--- config.mk ---
export PLATFORM = sky130hd
export DESIGN_NAME = fetch_unit
export DESIGN_NICKNAME = d
export VERILOG_FILES = /design/src/rtl/fetch_unit.sv
export SDC_FILE = /design/constraint.sdc
export NUM_CORES = 1
export LEC_CHECK = 0
export BUFFER_PORTS_ARGS = -buffer_cell sky130_fd_sc_hd__buf_2
export CAP_MARGIN = 20
export CORE_AREA = 3 3 88 90
export DETAILED_ROUTE_END_ITERATION = 12
export DIE_AREA = 0 0 91 93
export PLACE_DENSITY = 0.77
export SLEW_MARGIN = 5
export SYNTH_ARGS = -nofsm -noshare
export SYNTH_HDL_FRONTEND = slang
export SYNTH_SLANG_ARGS = --single-unit
--- constraint.sdc ---
create_clock -name clock -period 1.7 [get_ports clock]
set_input_delay 0.17 -clock clock [delete_from_list [all_inputs] [get_ports clock]]
set_output_delay 0.17 -clock clock [all_outputs]
set_load 0.005 [all_outputs]
--- src/rtl/fetch_unit.sv ---
// Fetch sequencer: PC -> imem word read -> IR, valid/ack to control; optional FETCH_TIMEOUT_EN retry timer.
// Latency: REQ at cycle 0, earliest ir_valid at cycle 2 (mem_ready in the cycle after REQ).
// Backpressure: HOLD keeps ir_out/ir_valid until ir_ack; no new request issues while holding.
module fetch_unit #(
   parameter int ADDR_W  = 9,
   parameter int TIMEOUT = 16
) (
   input  logic              clock,
   input  logic              clear,
   input  logic              run,
   input  logic [31:0]       pc_in,
   output logic              pc_increment,
   output logic              pc_load,
   output logic [31:0]       pc_target,
   input  logic              branch_taken,
   input  logic [31:0]       branch_target,
   output logic [ADDR_W-1:0] mem_addr,
   output logic              mem_read,
   input  logic              mem_ready,
   input  logic [31:0]       mem_data,
   output logic [31:0]       ir_out,
   output logic              ir_valid,
   input  logic              ir_ack,
   output logic              fetch_error
);

   typedef enum logic [2:0] {IDLE, REQ, WAIT, HOLD, DRAIN} state_t;

   state_t      state;
   state_t      state_nxt;
   logic [31:0] fetch_addr;
   logic        squash;
   logic        load_ir;
   logic        drop_ir;
   logic        retry;
   logic        timed_out;
   logic        unused_bits;

   always_comb begin
      state_nxt    = state;
      mem_read     = 1'b0;
      mem_addr     = '0;
      pc_increment = 1'b0;
      pc_load      = (state != IDLE) && branch_taken;
      pc_target    = (state != IDLE) ? branch_target : 32'd0;
      load_ir      = 1'b0;
      drop_ir      = 1'b0;
      retry        = 1'b0;
      case (state)
         IDLE: begin
            if (run) state_nxt = REQ;
         end
         REQ: begin
            // A redirect here cancels the read before memory ever sees it.
            mem_addr = pc_in[ADDR_W-1:0];
            mem_read = !branch_taken;
            if (branch_taken) state_nxt = run ? REQ : IDLE;
            else              state_nxt = WAIT;
         end
         WAIT: begin
            mem_addr = fetch_addr[ADDR_W-1:0];
            mem_read = 1'b1;
            if (mem_ready) begin
               if (branch_taken) begin
                  state_nxt = run ? REQ : IDLE;
               end else begin
                  load_ir      = 1'b1;
                  pc_increment = 1'b1;
                  state_nxt    = HOLD;
               end
            end else if (branch_taken) begin
               state_nxt = DRAIN;
            end else if (timed_out) begin
               mem_read  = 1'b0;
               retry     = 1'b1;
               state_nxt = REQ;
            end
         end
         HOLD: begin
            if (branch_taken || ir_ack) begin
               drop_ir   = 1'b1;
               state_nxt = run ? REQ : IDLE;
            end
         end
         DRAIN: begin
            if (mem_ready) begin
               state_nxt = run ? REQ : IDLE;
            end else if (timed_out) begin
               retry     = 1'b1;
               state_nxt = REQ;
            end
         end
         default: state_nxt = IDLE;
      endcase
   end

   always_ff @(posedge clock) begin
      if (clear) begin
         state      <= IDLE;
         fetch_addr <= '0;
         ir_out     <= '0;
         ir_valid   <= 1'b0;
         squash     <= 1'b0;
      end else begin
         state  <= state_nxt;
         // squash marks an outstanding response that belongs to a redirected fetch.
         squash <= (state_nxt == DRAIN);
         if (state == REQ && !branch_taken) fetch_addr <= pc_in;
         if (load_ir && !squash) begin
            ir_out   <= mem_data;
            ir_valid <= 1'b1;
         end else if (drop_ir) begin
            ir_valid <= 1'b0;
         end
      end
   end

`ifdef FETCH_TIMEOUT_EN
   logic [7:0] wait_cnt;
   logic       error_q;

   always_ff @(posedge clock) begin
      if (clear) begin
         wait_cnt <= '0;
         error_q  <= 1'b0;
      end else begin
         if (state_nxt != state)                 wait_cnt <= '0;
         else if (state == WAIT || state == DRAIN) wait_cnt <= wait_cnt + 8'd1;
         if (retry) error_q <= 1'b1;
      end
   end

   // wait_cnt is 0 in the first WAIT/DRAIN cycle, so this fires on the TIMEOUT-th cycle.
   assign timed_out   = (state == WAIT || state == DRAIN) && (wait_cnt == 8'(TIMEOUT - 1));
   assign fetch_error = error_q;
   assign unused_bits = ^{pc_in[31:ADDR_W], fetch_addr[31:ADDR_W]};
`else
   assign timed_out   = 1'b0;
   assign fetch_error = 1'b0;
   assign unused_bits = ^{pc_in[31:ADDR_W], fetch_addr[31:ADDR_W], retry};
`endif

endmodule

== Yosys cells after proc, flatten, opt, wreduce, memory -nomap -nowiden ==
Index checks and enable logic that the tools add are counted.

* Register bits after elaboration: 46
* Bits in latches: 0
* Bits in writable memories: 0
* ROM bits: 0
* Input bits: 102
* Output and inout bits: 78
* Word-level logic and storage cells: 38
* Memories: 0

* Add/sub/neg operators: 0
* $mul: 0
* Divide/modulo/power cells: 0
* $lt $le $gt $ge: 0
* Equal/unequal tests: 5
* Shifts and indexed selects: 0
* Mux-type cells: 19
* Bitwise gates (word level): 0
* Reduce and logical (&&, ||, !) cells: 9

{| class="wikitable"
|+ Operators with widths
! operator !! count
|-
| 32-bit 2-to-1 mux || 1
|-
| 9-bit case mux with 2 select lines || 1
|-
| 3-bit 2-to-1 mux || 5
|-
| 3-bit case mux with 5 select lines || 1
|-
| 1-bit 2-to-1 mux || 8
|-
| 3-bit by 2-bit equality test with 1-bit output (second input constant) || 2
|-
| 3-bit equality test (second input constant) || 2
|-
| 2-bit 2-to-1 mux || 2
|-
| 3-bit by 1-bit equality test with 1-bit output (second input constant) || 1
|-
| 1-bit logical AND || 3
|-
| 3-bit zero test || 1
|-
| 3-bit nonzero test || 1
|-
| 1-bit zero test || 2
|-
| 1-bit case mux with 2 select lines || 1
|-
| 2-bit nonzero test || 1
|-
| 1-bit logical OR || 1
|}

== Logic depth before layout (Yosys ltp) ==
* Depth in word-level cells: 5
* Depth in mapped cells: 6
* Gate-level depth less buffers: 3

== Worst setup path after synthesis ==
No wires, ideal clock.

* Path kind: reg-to-reg
* Start: reg state[2]
* End: reg fetch_addr[0]
* Setup time: 0.120 ns
* Arrival: 1.171 ns
* Required time: 1.580 ns
* Slack: 0.410 ns
* Cell stages (with the launch flop): 6
* Buffers on the path: 2
* Clock period less this slack: 1.290 ns
* Cells stage by stage: dfxtp_1 > buf_6 > or4b_1 > buf_2 > nand2_1 > a21oi_1

* Longest elaborated chain between the ends: 2

{| class="wikitable"
|+ RTL lines
! item !! RTL line !! RTL
|-
| from (decl) || 29 || <nowiki>state_t state;</nowiki>
|-
| from (signal assigned) || 105 || <nowiki>state <= state_nxt;</nowiki>
|-
| 3-bit by 1-bit equality test with 1-bit output || 108 || <nowiki>if (state == REQ && !branch_taken) fetch_addr <= pc_in;</nowiki>
|-
| 1-bit logical AND || 108 ||
|-
| to (signal assigned) || 108 ||
|-
| to (decl) || 31 || <nowiki>logic [31:0] fetch_addr;</nowiki>
|}

No other way between the ends.
A chain may end at the register's enable or synchronous reset.

== Worst setup path after layout ==
* Start: reg state[2]
* End: out pc_target[5]

* Longest elaborated chain between the ends: 2

{| class="wikitable"
|+ RTL lines
! item !! RTL line !! RTL
|-
| 3-bit nonzero test || 45 || <nowiki>pc_target = (state != IDLE) ? branch_target : 32'd0;</nowiki>
|-
| 32-bit 2-to-1 mux || 45 ||
|-
| to (decl) || 14 || <nowiki>output logic [31:0] pc_target,</nowiki>
|}

No other way between the ends.

==> metrics.txt <==
Gate Count Post-Synth=273; Post-Syn Area=2440 um2; clock skew=0.0110 ns; Detailed Route Iter0 Violations=55; # placed instances=513; combinational group share of total power=0.177; P_int=1.60 mW; Worst setup SP type=register; Cell Area, Placed=3280 um2; R2R Setup Slk=0.21 ns; cell chain of the critical path=nor3_4 -> buf_4 -> nor2b_1 -> buf_2; IO Pins=180; fin crit share=0.942; commonest non-fill, non-tap cell in the layout=buf_2; Critical Path Max Stage Delay=0.47 ns; Crit Path Category=register to primary output; PnR worst setup slack=0.0988 ns; cell taking the most area after synthesis=dfxtp_1; Tot GR Track Use=0.157; Final Core Density=0.474; die height=93 um; n_diodes=0; Yosys cell types=31; outcome=finished, final reports clean; antenna viol nets, final=0; Final Max Slew Viols=0; number of synthesis warnings=0; fin area=3380 um2; CTS root buf=clkbuf_8; Starting Density=0.342; HP Class=primary input to register; ranking of synthesized cells by area=dfxtp_1 (38%), nand2b_1 (17%), mux2i_1 (13%); CP Max Fanout=10; synthesis-to-layout area growth=38.4%; total number of vias=2384; core region area=7140 um2; Final Non-Filler Cells=522; WL final=6820 um; Max Cap Violations=0; Mapped Nets=375; vias in the first global route=2238; share of cells above drive strength 1=0.430; first-pass GRT wire length=10900 um; htree depth=2; # nets final=524; drt wl/cell=13.1 um; number of flops mapped to enable cells by yosys=0; FFs w/ async S/R, synth=0; pre-CTS setup slack=0.0846 ns; Die Wd=91 um; WP data arrival=1.43 ns; setup TNS=0 ns; Final HPWL DP=5430 um; switch share=0.262; Net Sw Power=565 uW; clock insertion delay at the later pin of the skew report=0.30 ns; RePlAce Congestion=0.785; pwr/cell area=639 nW/um2; fin crit period=1.60 ns; # DRC=0; GRT Residual Overflow=0; Leak=1.57 nW; RSZ-0062 raised after global routing=false; CTS Buffer Depth=2; initial antenna violation count=0; Max Fclk=625 MHz; routed vias/inst=4.57; CTS buffer count=5; Clk network pwr share=0.312; largest net degree at the start of global routing=45; first drt pass iteration count=4; CP max stage cell=dfxtp_2; final hold violations=0; # setup viols final=0; top-area cell type share of the netlist area=0.377; most frequent cells in the layout=buf_2 (155), nand2b_1 (66), dfxtp_1 (43); Post-CTS Hold Buffers=0; CTS tree=done; Sequential Power Share=0.512; clk slew on worst S/H paths=0.08 ns; Avg Inst Size Synth=8.95 um2; maximum VDD drop=0.435 mV; # rows=31; # clock sinks=46; Critical Path RT=1.53 ns; ys flop type=dfxtp_1; port bufs=155; synthesized flop and latch total=46; Seq/Total Area, Yosys=0.377; Die Area=8460 um2; CP endpoint kind=primary output
-- Yosys cell counts, types with 2 or more instances --
| cell type | count |
|---|---|
| a2111oi_0 | 2 |
| buf_2 | 9 |
| buf_12 | 3 |
| nand3b_1 | 2 |
| nand2b_1 | 66 |
| a22oi_1 | 9 |
| a21oi_1 | 10 |
| dfxtp_1 | 46 |
| buf_6 | 2 |
| nor2_1 | 14 |
| clkbuf_1 | 8 |
| nand2_1 | 19 |
| mux2i_1 | 32 |
| nor2b_1 | 34 |
-- worst max-delay path, delay by kind of cell, from the launching register on --
family                 cells  cell delay [ns]
buffers and inverters      2             0.35
flip-flops                 1             0.47
AND/OR/NAND/NOR            2             0.32
-- registers in the layout, summed over array words and instances (netlist names) --
name,cells
ir_valid,1
fetch_addr,9
ir_out,32
state,3
squash,1
-- final timing paths --
| check | start | to | cells past startpoint |
|---|---|---|---|
| setup / recovery | state[2] | pc_target[5] | 4 |
| hold / removal | ir_ack | state[1] | 2 |
| setup reg to reg | state[1] | ir_out[13] | 4 |
| hold reg to reg | fetch_addr[3] | fetch_addr[3] | 2 |
-- kinds of logic (layout without fill, tap and decap cells) --
kind of cell / after synthesis / count (layout) / share of synthesized area
buffers and inverters: 24 / 174 / 0.0691
muxes: 32 / 32 / 0.131
AOI/OAI and AO/OA: 27 / 27 / 0.0748
and+or+nand+nor: 143 / 143 / 0.347
DFF: 46 / 46 / 0.377
other: 1 / 1 / 0.00153
-- repair_timing --
item / in CTS / in global routing
pin swaps: 1 / 0
gates resized for setup: 2 / 1
buffers inserted: 1 / 0
gates cloned: 0 / 0
endpoints found under the setup margin: 24 / 10
-- layout make-up --
cell class	count	area (um2)
clock buffer	5	68.8
sequential	46	925
tap	99	124
clock inverter	3	23.8
inverter	1	3.75
timing repair buffer	165	876
fill	735	3750
multi-input combinational	203	1360
-- per-stage QoR --
stage	power, mW	hold WS [ns]
finish	2.16	0.109
CTS	2.21	0.0944
detailed placement	1.51	0.423
floorplan	1.32	0.260
global placement	1.51	0.415
global route	2.30	0.0956
-- power by group through the flow --
stage	logic, mW	clock network (mW)	registers, mW
2_1_floorplan	0.192	0	1.13
3_3_place_gp	0.375	0	1.13
3_5_place_dp	0.383	0	1.13
4_1_cts	0.386	0.717	1.11
5_1_grt	0.424	0.771	1.11
6_report	0.382	0.673	1.11
-- layer usage --
metal,track usage,wire (um),vias up
met5,0,0,-
met4,0.0302,19,0
met3,0.0531,643,2
met2,0.298,3520,119
met1,0.170,2640,1075
li1,-,-,1188
No activity file was read; power rests on OpenSTA's default activity.
